## src/rtl/bus_pkg.sv

```systemverilog
// Shared bit-serial bus definitions: FSM states, mode codes, default widths.
// Used by the slave port, the master and the command processor.
package bus_pkg;

    typedef enum logic [2:0] {
        IDLE,
        ADDR,
        WDATA,
        WAIT,
        RDATA
    } bus_state_e;

    localparam logic MODE_READ  = 1'b0;
    localparam logic MODE_WRITE = 1'b1;

    localparam int BUS_ADDR_WIDTH   = 4;
    localparam int BUS_DATA_WIDTH   = 8;
    localparam int BUS_MEM_DEPTH    = 16;
    localparam int BUS_READ_LATENCY = 2;

endpackage

```

## src/rtl/bus_slave_port_if.sv

```systemverilog
// Bit-serial bus signals between one master and one slave port.
// Scalar clock and reset travel outside the interface.
interface bus_slave_port_if;

    logic valid;
    logic mode;
    logic s_in;
    logic ready;
    logic s_out;
    logic s_out_valid;
    logic error;

    modport master (
        output valid,
        output mode,
        output s_in,
        input  ready,
        input  s_out,
        input  s_out_valid,
        input  error
    );

    modport slave (
        input  valid,
        input  mode,
        input  s_in,
        output ready,
        output s_out,
        output s_out_valid,
        output error
    );

endinterface

```

## src/rtl/bus_slave_mem.sv

```systemverilog
// Slave register array: async clear, one sync write port, one comb read port.
// Addresses at or above DEPTH never match: writes dropped, reads return 0.
module bus_slave_mem #(
    parameter int ADDR_WIDTH = 4,
    parameter int DATA_WIDTH = 8,
    parameter int DEPTH      = 16
) (
    input  logic                  clk,
    input  logic                  rst,
    input  logic                  i_we,
    input  logic [ADDR_WIDTH-1:0] i_waddr,
    input  logic [DATA_WIDTH-1:0] i_wdata,
    input  logic [ADDR_WIDTH-1:0] i_raddr,
    output logic [DATA_WIDTH-1:0] o_rdata
);

    logic [DATA_WIDTH-1:0] r_mem [DEPTH];

    // Word storage: cleared on reset, written on the addressed word only
    always_ff @(posedge clk or posedge rst) begin
        if (rst) begin
            for (int i = 0; i < DEPTH; i++) begin
                r_mem[i] <= '0;
            end
        end else if (i_we) begin
            for (int i = 0; i < DEPTH; i++) begin
                if (i_waddr == ADDR_WIDTH'(i)) begin
                    r_mem[i] <= i_wdata;
                end
            end
        end
    end

    // Read mux; unmatched addresses yield zero
    always_comb begin
        o_rdata = '0;
        for (int i = 0; i < DEPTH; i++) begin
            if (i_raddr == ADDR_WIDTH'(i)) begin
                o_rdata = r_mem[i];
            end
        end
    end

endmodule

```

## src/rtl/bus_slave_port.sv

```systemverilog
// Bit-serial bus slave: deserialises mode/address/data, writes or reads memory.
// Optional BUS_SLAVE_PARITY_EN adds an even-parity bit to writes and reads.
module bus_slave_port
    import bus_pkg::*;
#(
    parameter int ADDR_WIDTH   = BUS_ADDR_WIDTH,
    parameter int DATA_WIDTH   = BUS_DATA_WIDTH,
    parameter int MEM_DEPTH    = BUS_MEM_DEPTH,
    parameter int READ_LATENCY = BUS_READ_LATENCY
) (
    input  logic             clk,
    input  logic             reset,
    bus_slave_port_if.slave  bus
);

`ifdef BUS_SLAVE_PARITY_EN
    localparam int PAR_BITS = 1;
`else
    localparam int PAR_BITS = 0;
`endif
    localparam int WBITS = DATA_WIDTH + PAR_BITS;
    localparam int RBITS = DATA_WIDTH + PAR_BITS;
    localparam int CW    = $clog2(ADDR_WIDTH + WBITS + READ_LATENCY + 1);

    bus_state_e            r_state;
    bus_state_e            w_state_nx;
    logic [CW-1:0]         r_cnt;
    logic [CW-1:0]         w_cnt_nx;
    logic                  r_mode;
    logic [ADDR_WIDTH-1:0] r_addr;
    logic [DATA_WIDTH-1:0] r_wsh;
    logic [RBITS-1:0]      r_osh;
    logic                  r_s_out;
    logic                  r_s_out_valid;
    logic                  r_ready;
    logic                  r_error;

    logic                  w_err_nx;
    logic                  w_we;
    logic                  w_load;
    logic                  w_oor;
    logic [DATA_WIDTH-1:0] w_wdata;
    logic [DATA_WIDTH-1:0] w_rdata_mem;
    logic [RBITS-1:0]      w_rword;

    assign w_oor = (32'(r_addr) >= MEM_DEPTH);

`ifdef BUS_SLAVE_PARITY_EN
    logic w_par_ok;
    // Write data is complete in the shift register when the parity bit arrives
    assign w_wdata  = r_wsh;
    assign w_par_ok = (bus.s_in == ^{r_addr, r_wsh});
    assign w_rword  = {^w_rdata_mem, w_rdata_mem};
`else
    // Last data bit is still on s_in during the final WDATA cycle
    assign w_wdata  = {bus.s_in, r_wsh[DATA_WIDTH-1:1]};
    assign w_rword  = w_rdata_mem;
`endif

    bus_slave_mem #(
        .ADDR_WIDTH (ADDR_WIDTH),
        .DATA_WIDTH (DATA_WIDTH),
        .DEPTH      (MEM_DEPTH)
    ) u_mem (
        .clk     (clk),
        .rst     (reset),
        .i_we    (w_we),
        .i_waddr (r_addr),
        .i_wdata (w_wdata),
        .i_raddr (r_addr),
        .o_rdata (w_rdata_mem)
    );

    // Next-state, bit counter, write strobe, read load and error decision
    always_comb begin
        w_state_nx = r_state;
        w_cnt_nx   = r_cnt + 1'b1;
        w_err_nx   = 1'b0;
        w_we       = 1'b0;
        w_load     = 1'b0;
        unique case (r_state)
            IDLE: begin
                w_cnt_nx = '0;
                if (bus.valid) begin
                    w_state_nx = ADDR;
                end
            end
            ADDR: begin
                if (!bus.valid) begin
                    w_state_nx = IDLE;
                    w_err_nx   = 1'b1;
                end else if (r_cnt == CW'(ADDR_WIDTH - 1)) begin
                    w_cnt_nx   = '0;
                    w_state_nx = (r_mode == MODE_WRITE) ? WDATA : WAIT;
                end
            end
            WDATA: begin
                if (!bus.valid) begin
                    w_state_nx = IDLE;
                    w_err_nx   = 1'b1;
                end else if (r_cnt == CW'(WBITS - 1)) begin
                    w_state_nx = IDLE;
`ifdef BUS_SLAVE_PARITY_EN
                    if (w_oor || !w_par_ok) begin
`else
                    if (w_oor) begin
`endif
                        w_err_nx = 1'b1;
                    end else begin
                        w_we = 1'b1;
                    end
                end
            end
            WAIT: begin
                if (!bus.valid) begin
                    w_state_nx = IDLE;
                    w_err_nx   = 1'b1;
                end else if (r_cnt == CW'(READ_LATENCY - 1)) begin
                    w_cnt_nx   = '0;
                    w_state_nx = RDATA;
                    w_load     = 1'b1;
                end
            end
            RDATA: begin
                if (r_cnt == CW'(RBITS - 1)) begin
                    w_state_nx = IDLE;
                    w_err_nx   = w_oor;
                end
            end
            default: begin
                w_state_nx = IDLE;
            end
        endcase
    end

    // State register and bit counter
    always_ff @(posedge clk or posedge reset) begin
        if (reset) begin
            r_state <= IDLE;
            r_cnt   <= '0;
        end else begin
            r_state <= w_state_nx;
            r_cnt   <= w_cnt_nx;
        end
    end

    // Input deserialisation: mode latch, address and write-data shift-in
    always_ff @(posedge clk or posedge reset) begin
        if (reset) begin
            r_mode <= MODE_READ;
            r_addr <= '0;
            r_wsh  <= '0;
        end else begin
            if (r_state == IDLE && bus.valid) begin
                r_mode <= bus.mode;
            end
            if (r_state == ADDR && bus.valid) begin
                r_addr <= {bus.s_in, r_addr[ADDR_WIDTH-1:1]};
            end
            if (r_state == WDATA && bus.valid && r_cnt < CW'(DATA_WIDTH)) begin
                r_wsh <= {bus.s_in, r_wsh[DATA_WIDTH-1:1]};
            end
        end
    end

    // Registered outputs and read-data serialiser
    always_ff @(posedge clk or posedge reset) begin
        if (reset) begin
            r_ready       <= 1'b1;
            r_error       <= 1'b0;
            r_s_out       <= 1'b0;
            r_s_out_valid <= 1'b0;
            r_osh         <= '0;
        end else begin
            r_ready <= (w_state_nx == IDLE);
            r_error <= w_err_nx;
            if (w_load) begin
                r_s_out       <= w_rword[0];
                r_osh         <= w_rword >> 1;
                r_s_out_valid <= 1'b1;
            end else if (r_state == RDATA) begin
                if (w_state_nx == IDLE) begin
                    r_s_out       <= 1'b0;
                    r_s_out_valid <= 1'b0;
                end else begin
                    r_s_out <= r_osh[0];
                    r_osh   <= r_osh >> 1;
                end
            end
        end
    end

    assign bus.ready       = r_ready;
    assign bus.error       = r_error;
    assign bus.s_out       = r_s_out;
    assign bus.s_out_valid = r_s_out_valid;

endmodule

```

## src/flat_wrapper.sv

```systemverilog
// flat-port wrapper written by rule: the top's interface ports become plain ports
module bus_slave_port_flat import bus_pkg::*;
#(
    parameter int ADDR_WIDTH   = BUS_ADDR_WIDTH,
    parameter int DATA_WIDTH   = BUS_DATA_WIDTH,
    parameter int MEM_DEPTH    = BUS_MEM_DEPTH,
    parameter int READ_LATENCY = BUS_READ_LATENCY
)
  (clk, reset, bus_valid, bus_mode, bus_s_in, bus_ready, bus_s_out, bus_s_out_valid, bus_error);
  bus_slave_port_if bus_i ();
  input  logic clk;
  input  logic reset;
  input wire logic [$bits(bus_i.valid)-1:0] bus_valid;
  input wire logic [$bits(bus_i.mode)-1:0] bus_mode;
  input wire logic [$bits(bus_i.s_in)-1:0] bus_s_in;
  output wire logic [$bits(bus_i.ready)-1:0] bus_ready;
  output wire logic [$bits(bus_i.s_out)-1:0] bus_s_out;
  output wire logic [$bits(bus_i.s_out_valid)-1:0] bus_s_out_valid;
  output wire logic [$bits(bus_i.error)-1:0] bus_error;
  assign bus_i.valid = bus_valid;
  assign bus_i.mode = bus_mode;
  assign bus_i.s_in = bus_s_in;
  assign bus_ready = bus_i.ready;
  assign bus_s_out = bus_i.s_out;
  assign bus_s_out_valid = bus_i.s_out_valid;
  assign bus_error = bus_i.error;
  bus_slave_port #(.ADDR_WIDTH(ADDR_WIDTH), .DATA_WIDTH(DATA_WIDTH), .MEM_DEPTH(MEM_DEPTH), .READ_LATENCY(READ_LATENCY)) u_core (.clk(clk), .reset(reset), .bus(bus_i));
endmodule
```

## config.mk

```make
export PLATFORM = sky130hd
export DESIGN_NAME = bus_slave_port_flat
export DESIGN_NICKNAME = d
export VERILOG_FILES = /design/src/rtl/bus_pkg.sv /design/src/rtl/bus_slave_port_if.sv /design/src/rtl/bus_slave_mem.sv /design/src/rtl/bus_slave_port.sv /design/src/flat_wrapper.sv
export SDC_FILE = /design/constraint.sdc
export NUM_CORES = 1
export LEC_CHECK = 0
export CORE_UTILIZATION = 57
export CTS_CLUSTER_DIAMETER = 150
export DETAILED_ROUTE_END_ITERATION = 10
export PLACE_DENSITY = 0.85
export SLEW_MARGIN = 40
export SYNTH_ARGS = -nofsm -noshare
export SYNTH_HDL_FRONTEND = slang
export SYNTH_HIERARCHICAL = 1
export SYNTH_SLANG_ARGS = --single-unit
```

## constraint.sdc

```tcl
create_clock -name clk -period 5 [get_ports clk]
set_input_delay 1.5 -clock clk [delete_from_list [all_inputs] [get_ports clk]]
set_output_delay 1.5 -clock clk [all_outputs]
set_load 0.05 [all_outputs]
```

==> flow_metrics.py, run 1 <==
metrics = {
    "outcome": {
        "outcome": "finished clean",
    },
    "sta": {
        "worst_hold_slack_ps": 490,
        "final.setup_skew_ps": 5.68,
        "finalMaxSlewViolations": 0,
        "final_min_period_over_clock_period": 0.813,
        "fin_setup_tns_ps": 0,
        "fmaxAchievable_ghz": 0.246,
        "layout_min_cycle_time_ps": 4070,
        "grt_setup_unrepaired": "false",
        "setup_viol": 0,
        "final-hold-violation-count": 0,
        "worst_slew_margin_rel": 0.482,
        "worst_pin_slew_ps": 777,
    },
    "synth": {
        "synth.lib_cells_used.distinct": 73,
        "synth_edf_count": 0,
        "synthesis.nets": 618,
        "synth_largest_area_cell": "dfrtp_1",
        "syn-cell-area_um2": 7810,
        "synth_warn": 6,
        "ys_seq_area_frac": 0.506,
        "ys_top_cells_by_area": "dfrtp_1, mux2_2, mux2_4",
        "async_flop_share": 1.00,
        "synth_commonest_cells": "dfrtp_1, mux2_2, mux2_4, mux2i_1",
        "post_synthesis_cells": 611,
        "synth_top_area_frac": 0.503,
        "yosys_most_used_dff": "dfrtp_1",
        "post-synth-top-count-cell": "dfrtp_1",
        "syn_avg_cell_area_um2": 12.8,
        "synth.ff_latch_count": 158,
    },
    "final_layout": {
        "cell_area_after_layout_um2": 8520,
        "nNetsFinal": 608,
        "area_delta_synth_final_pct": 9.07,
        "multi_input_area_um2": 3550,
        "layout.area.seq_um2": 3960,
        "fillCellCount": 932,
        "post_route_cells_drive_above_1_share": 0.324,
        "final_util": 0.641,
        "n_antenna_cell": 0,
        "layoutNonFillerInstCount": 790,
    },
    "critical_path": {
        "worstPathBufferInverterCount": 1,
        "worstPathMaxFanout": 8,
        "cell_with_the_biggest_individual_delay_on_the_critical_path": "clkdlybuf4s50_1",
        "worst-endpoint-arrival_ps": 4370,
        "critical-path-top-delay-family": "simple AND/OR/NAND/NOR gates",
        "timing_worst_setup_path_type": "in2reg",
        "cp-end-kind": "register",
        "critical_path_required_ps": 5300,
        "reg2regPathDepth": 7,
        "worst-path-stages": 7,
        "startpoint_type_of_the_worst_setup_path": "input pin",
        "cp_common_cell": "and3_1",
        "slowest_delay_ps": 540,
        "timing.critical_path.cells": "clkdlybuf4s50_1, nand2b_1, nor4_4, and3_1, nor3b_2, and3_1, mux2_1",
    },
    "power_and_ir_drop": {
        "power.density_nw_per_um2": 425,
        "pwr-share-seq": 0.419,
        "comb_power_share": 0.224,
        "vdd_drop_max_uv": 316,
        "net-switching-power_mw": 1.20,
        "internal-power_mw": 2.41,
        "power.static_leakage_nw": 4.11,
        "clockPowerShare": 0.357,
        "swShare": 0.333,
    },
    "placed_design": {
        "place_congestion": 0.870,
        "placed_area_um2": 7930,
        "numPlacedInstances": 758,
        "place.detailed.hpwl_um": 11600,
        "port_buffers": 8,
    },
    "floorplanning": {
        "die_h_um": 119,
        "design.core.area_um2": 13300,
        "ioPinCount": 9,
        "dieWidth_um": 119,
        "die-area_um2": 14200,
        "placement_rows": 42,
        "initial_standard_cell_utilization_of_the_core": 0.587,
    },
    "global_routing": {
        "antenna_found_initial": 0,
        "gr_util_all_layers": 0.279,
        "grt_pass1_wl_um": 29800,
        "first_global_vias": 5357,
        "grt_overflow": 0,
        "grt_max_degree": 85,
    },
    "clocking": {
        "clock_tree_from_tritoncts": "yes",
        "clk_transition_reported_paths_ps": 60,
        "cts.sinks": 158,
        "cts.repair.resized": 0,
        "h-tree-depth": 4,
        "cts_root_buf": "clkbuf_16",
        "cts-root-to-sink-buffers": 2,
        "clkLatencyLatePin_ps": 430,
        "cts_hold_repair.buffers": 0,
        "postCtsSetupBuffers": 0,
        "tritoncts.num_buffers": 17,
    },
    "hold_path": {
        "timing.hold.worst.class": "reg2reg",
        "hold-path-cell-count": 1,
    },
    "route": {
        "drc": 0,
        "wl_per_cell_um": 23.4,
        "dr.first_iter.drc_count": 649,
        "totalWireLength_um": 18500,
        "detailroute.via_count": 5256,
        "antenna_violating_nets_post_route": 0,
        "vias_per_cell": 6.65,
        "drt-pass1-iter-count": 7,
    },
    "run": {
        "drv_cap": 0,
    },
}
## cells in the final DEF (no fill, tap or decap), types with 4 or more instances in the layout
| cell | n |
|---|---|
| a211oi_1 | 4 |
| a21oi_1 | 20 |
| a221o_1 | 8 |
| a31oi_1 | 6 |
| and3_1 | 8 |
| buf_4 | 6 |
| clkbuf_1 | 5 |
| clkbuf_16 | 17 |
| clkbuf_8 | 5 |
| clkdlybuf4s50_1 | 8 |
| dfrtp_1 | 155 |
| inv_1 | 8 |
| inv_2 | 4 |
| mux2_1 | 13 |
| mux2_2 | 106 |
| mux2_4 | 24 |
| mux2i_1 | 24 |
| mux4_2 | 6 |
| nand2_1 | 19 |
| nand2b_1 | 8 |
| nand3_1 | 9 |
| nand3b_1 | 4 |
| nor2_1 | 20 |
| nor2_2 | 9 |
| nor2b_1 | 8 |
| nor3_1 | 9 |
| nor4_1 | 4 |
| o21ai_0 | 15 |
| o21ai_1 | 4 |
| o22ai_1 | 5 |
| o31ai_1 | 4 |
| o32ai_1 | 4 |
## logic make-up after synthesis
family | count (synthesis) | synth area share
xor+xnor | 2 | 0.00224
mux | 173 | 0.266
simple gates | 119 | 0.0913
flops | 158 | 0.506
fa+ha+maj | 2 | 0.00320
buf+inv | 58 | 0.0391
compound gates | 99 | 0.0918
## cell type report
cell class,instances,share of cell area
clock inverters,5,0.00911
clock buffers,27,0.0602
flip-flops and latches,158,0.465
multi-input cells,395,0.417
inverters,14,0.00646
repair buffers,15,0.0170
well taps,176,0.0259
## path summary, 6_finish.rpt
check | slack (ps) | start | end
hold reg to reg | 490 | u_core/u_mem/r_mem[102]$_DFFE_PP0P_ | u_core/u_mem/r_mem[102]$_DFFE_PP0P_
max in group asynchronous | 2580 | reset | u_core/u_mem/r_mem[106]$_DFFE_PP0P_
setup / recovery | 930 | bus_valid | u_core/u_mem/r_mem[98]$_DFFE_PP0P_
min in group asynchronous | 1550 | reset | u_core/u_mem/r_mem[58]$_DFFE_PP0P_
hold / removal | 490 | u_core/u_mem/r_mem[102]$_DFFE_PP0P_ | u_core/u_mem/r_mem[102]$_DFFE_PP0P_
setup reg to reg | 1940 | u_core/r_addr[2]$_DFFE_PP0P_ | u_core/r_osh[5]$_DFFE_PP0P_
## sequential cells by signal, summed over array words and instances, names as in the netlist
name and count:
u_core/bus.error 1, u_core/bus.s_out_valid 1, u_core/r_wsh 7, u_core/r_osh 7, u_core/r_cnt 4, u_core/r_addr 4, u_core/r_mode 1, u_core/u_mem/r_mem 128
u_core/bus.ready 1, u_core/bus.s_out 1, u_core/r_state 3
## power by group through the flow
| stage | Clock [mW] | Combinational (mW) | Sequential (mW) |
|---|---|---|---|
| floorplan | 0 | 0.694 | 1.41 |
| global placement | 0 | 0.764 | 1.52 |
| detailed placement | 0 | 0.782 | 1.53 |
| CTS | 1.30 | 0.789 | 1.51 |
| global route | 1.35 | 0.856 | 1.53 |
| finish | 1.29 | 0.811 | 1.52 |
## routing by layer
layer / wire length, um / GRT usage
met1: 7510 / 0.373
met2: 8690 / 0.423
met3: 1600 / 0.0766
met4: 653 / 0.127
met5: 0 / 0
## worst reg2reg max path: stages, from the launching register on
cell	delay (ps)
dfrtp_1	630
buf_4	470
nand2b_1	660
o32ai_1	210
o31ai_1	430
a21oi_1	130
and3_1	160
a221o_1	260
## per-stage QoR
| step | worst slack, ps | power (mW) |
|---|---|---|
| 5_1_grt | 818 | 3.74 |
| 4_1_cts | 960 | 3.60 |
| 3_3_place_gp | 727 | 2.29 |
| 6_report | 933 | 3.62 |
| 3_5_place_dp | 544 | 2.31 |
| 2_1_floorplan | 87.4 | 2.10 |
Note: power is estimated with default switching activity, not from simulation.
==> inputs of run 2 (changes only) <==
- CORE_UTILIZATION: 57 -> 63
- PLACE_DENSITY: 0.85 -> 0.89
- clock period: 5 -> 3.9 ns (I/O delays scaled with it)
==> flow_metrics.py, run 2 (synthesis gave the netlist of run 1 again) <==
metrics = {
    "power_and_ir_drop": {
        "power.density_nw_per_um2": 549,
        "power.static_leakage_nw": 4.14,
        "comb_power_share": 0.233,
        "clockPowerShare": 0.361,
        "swShare": 0.337,
        "pwr-share-seq": 0.406,
        "net-switching-power_mw": 1.58,
        "internal-power_mw": 3.12,
        "vdd_drop_max_uv": 386,
    },
    "global_routing": {
        "grt_busiest_layer": "met2",
        "gr_util_all_layers": 0.314,
        "first_global_vias": 5352,
        "grt_use_met3": 0.0643,
        "antenna_found_initial": 0,
        "grt_pass1_wl_um": 29900,
        "grt_max_degree": 129,
        "grt_util_met2": 0.467,
        "groute.layer.met1.usage": 0.430,
        "grt_overflow": 0,
    },
    "clocking": {
        "cts.repair.resized": 0,
        "tritoncts.num_buffers": 17,
        "cts_hold_repair.buffers": 0,
        "cts_root_buf": "clkbuf_16",
        "clkLatencyLatePin_ps": 430,
        "clk_transition_reported_paths_ps": 60,
        "clock_tree_from_tritoncts": "yes",
        "postCtsSetupBuffers": 0,
        "h-tree-depth": 4,
        "cts.sinks": 158,
        "cts-root-to-sink-buffers": 2,
    },
    "sta": {
        "worst_pin_slew_ps": 842,
        "setup_viol": 0,
        "worst_slew_margin_rel": 0.437,
        "final_min_period_over_clock_period": 0.870,
        "final-hold-violation-count": 0,
        "finalMaxSlewViolations": 0,
        "fin_setup_tns_ps": 0,
        "grt_setup_unrepaired": "false",
        "final.setup_skew_ps": 9.24,
        "layout_min_cycle_time_ps": 3390,
        "fmaxAchievable_ghz": 0.295,
    },
    "critical_path": {
        "timing.critical_path.from": "bus_valid",
        "critical_path_required_ps": 4210,
        "reg2regPathDepth": 8,
        "worstPathMaxFanout": 8,
        "timing.critical_path.to": "u_core/u_mem/r_mem[96]$_DFFE_PP0P_",
        "startpoint_type_of_the_worst_setup_path": "input pin",
        "rr_endpoint": "u_core/r_osh[5]$_DFFE_PP0P_",
        "cell_with_the_biggest_individual_delay_on_the_critical_path": "clkdlybuf4s50_1",
        "slack_of_the_worst_reg_to_reg_path_ps": 970,
        "worst-endpoint-arrival_ps": 3700,
        "timing_worst_setup_path_type": "in2reg",
        "slowest_delay_ps": 530,
        "cp-end-kind": "register",
        "timing.critical_path.cells": "clkdlybuf4s50_1, nand2b_1, nor4_4, and3_1, nor3b_2, and3_1, mux2_1",
        "cp_common_cell": "and3_1",
        "worstReg2RegStart": "u_core/r_addr[0]$_DFFE_PP0P_",
    },
    "floorplanning": {
        "initial_standard_cell_utilization_of_the_core": 0.647,
        "design.core.area_um2": 12100,
        "die_h_um": 113,
        "placement_rows": 40,
        "dieWidth_um": 113,
        "die-area_um2": 12800,
        "ioPinCount": 9,
    },
    "final_layout": {
        "n_antenna_cell": 0,
        "layout.cells.most_common_list": "dfrtp_1, mux2_2, mux2_4, mux2i_1",
        "area_delta_synth_final_pct": 9.65,
        "post_route_cells_drive_above_1_share": 0.337,
        "top_regs": "u_core/u_mem/r_mem (128), u_core/r_osh (7), u_core/r_wsh (7)",
        "nNetsFinal": 612,
        "fillCellCount": 739,
        "commonest_non_fill_non_tap_cell_in_the_layout": "dfrtp_1",
        "largest_register_ffs": 128,
        "layoutNonFillerInstCount": 786,
        "max_flop_register": "u_core/u_mem/r_mem",
    },
    "outcome": {
        "outcome": "finished clean",
    },
    "placed_design": {
        "place_congestion": 0.920,
        "numPlacedInstances": 754,
        "port_buffers": 8,
        "place.detailed.hpwl_um": 11500,
    },
    "run": {
        "drv_cap": 0,
    },
    "route": {
        "drt-pass1-iter-count": 5,
        "totalWireLength_um": 18500,
        "dr.first_iter.drc_count": 815,
        "antenna_violating_nets_post_route": 0,
        "vias_per_cell": 6.76,
        "detailroute.via_count": 5317,
        "drc": 0,
        "wl_per_cell_um": 23.6,
    },
    "hold_path": {
        "hold-path-cell-count": 1,
        "timing.hold.worst.class": "reg2reg",
    },
}
[run 2: cell count changes in the layout (fill, tap and decap cells not counted), sizes merged]
cell,delta
clkinv,+2
inv,-1
clkbuf,-4
clkinvlp,+3
buf,+4
[run 2: final cells by class]
cell class,instances,area [um^2],area share
sequential,158,3960,0.462
multi-input combinational,395,3550,0.414
clock buffer,23,508,0.0593
tap,168,210,0.0246
timing repair buffer,19,175,0.0205
clock inverter,9,106,0.0124
inverter,14,56.3,0.00658
[run 2: worst max-delay path: cells and delay by family]
family        cells  cell delay (ps)
mux               1              380
simple gates      5             1610
buf+inv           1              530
[run 2: how the worst min path moves through the flow]
stage | from | endpoint | slack, ps
global route | u_core/u_mem/r_mem[103]$_DFFE_PP0P_ | u_core/u_mem/r_mem[103]$_DFFE_PP0P_ | 510
global placement | u_core/u_mem/r_mem[97]$_DFFE_PP0P_ | u_core/u_mem/r_mem[97]$_DFFE_PP0P_ | 470
floorplan | u_core/u_mem/r_mem[96]$_DFFE_PP0P_ | u_core/u_mem/r_mem[96]$_DFFE_PP0P_ | 450
CTS | u_core/u_mem/r_mem[97]$_DFFE_PP0P_ | u_core/u_mem/r_mem[97]$_DFFE_PP0P_ | 490
finish | u_core/u_mem/r_mem[103]$_DFFE_PP0P_ | u_core/u_mem/r_mem[103]$_DFFE_PP0P_ | 490
detailed placement | u_core/u_mem/r_mem[97]$_DFFE_PP0P_ | u_core/u_mem/r_mem[97]$_DFFE_PP0P_ | 480
[run 2: metrics by stage]
stage / util / setup slack [ps] / hold WS [ps] / area, um^2 / total power, mW
floorplan: - / 823 / 450 / 7810 / 2.69
global route: 0.710 / 385 / 512 / 8560 / 4.86
detailed placement: 0.659 / 98.4 / 475 / 7950 / 2.97
global placement: 0.659 / 201 / 465 / 7950 / 2.94
finish: 0.710 / 505 / 489 / 8560 / 4.70
CTS: 0.710 / 526 / 489 / 8560 / 4.67
[run 2: power by group through the flow]
stage / sequential [mW] / combinational, mW / clock, mW
detailed placement: 1.93 / 1.04 / 0
finish: 1.91 / 1.09 / 1.70
CTS: 1.90 / 1.06 / 1.71
floorplan: 1.80 / 0.889 / 0
global route: 1.92 / 1.15 / 1.79
global placement: 1.92 / 1.02 / 0
[run 2: metal layers]
metal	vias to the layer above	part of all wire
met3	67	0.073
met4	0	0.046
met5	-	0
met2	320	0.47
li1	2222	-
met1	2708	0.42
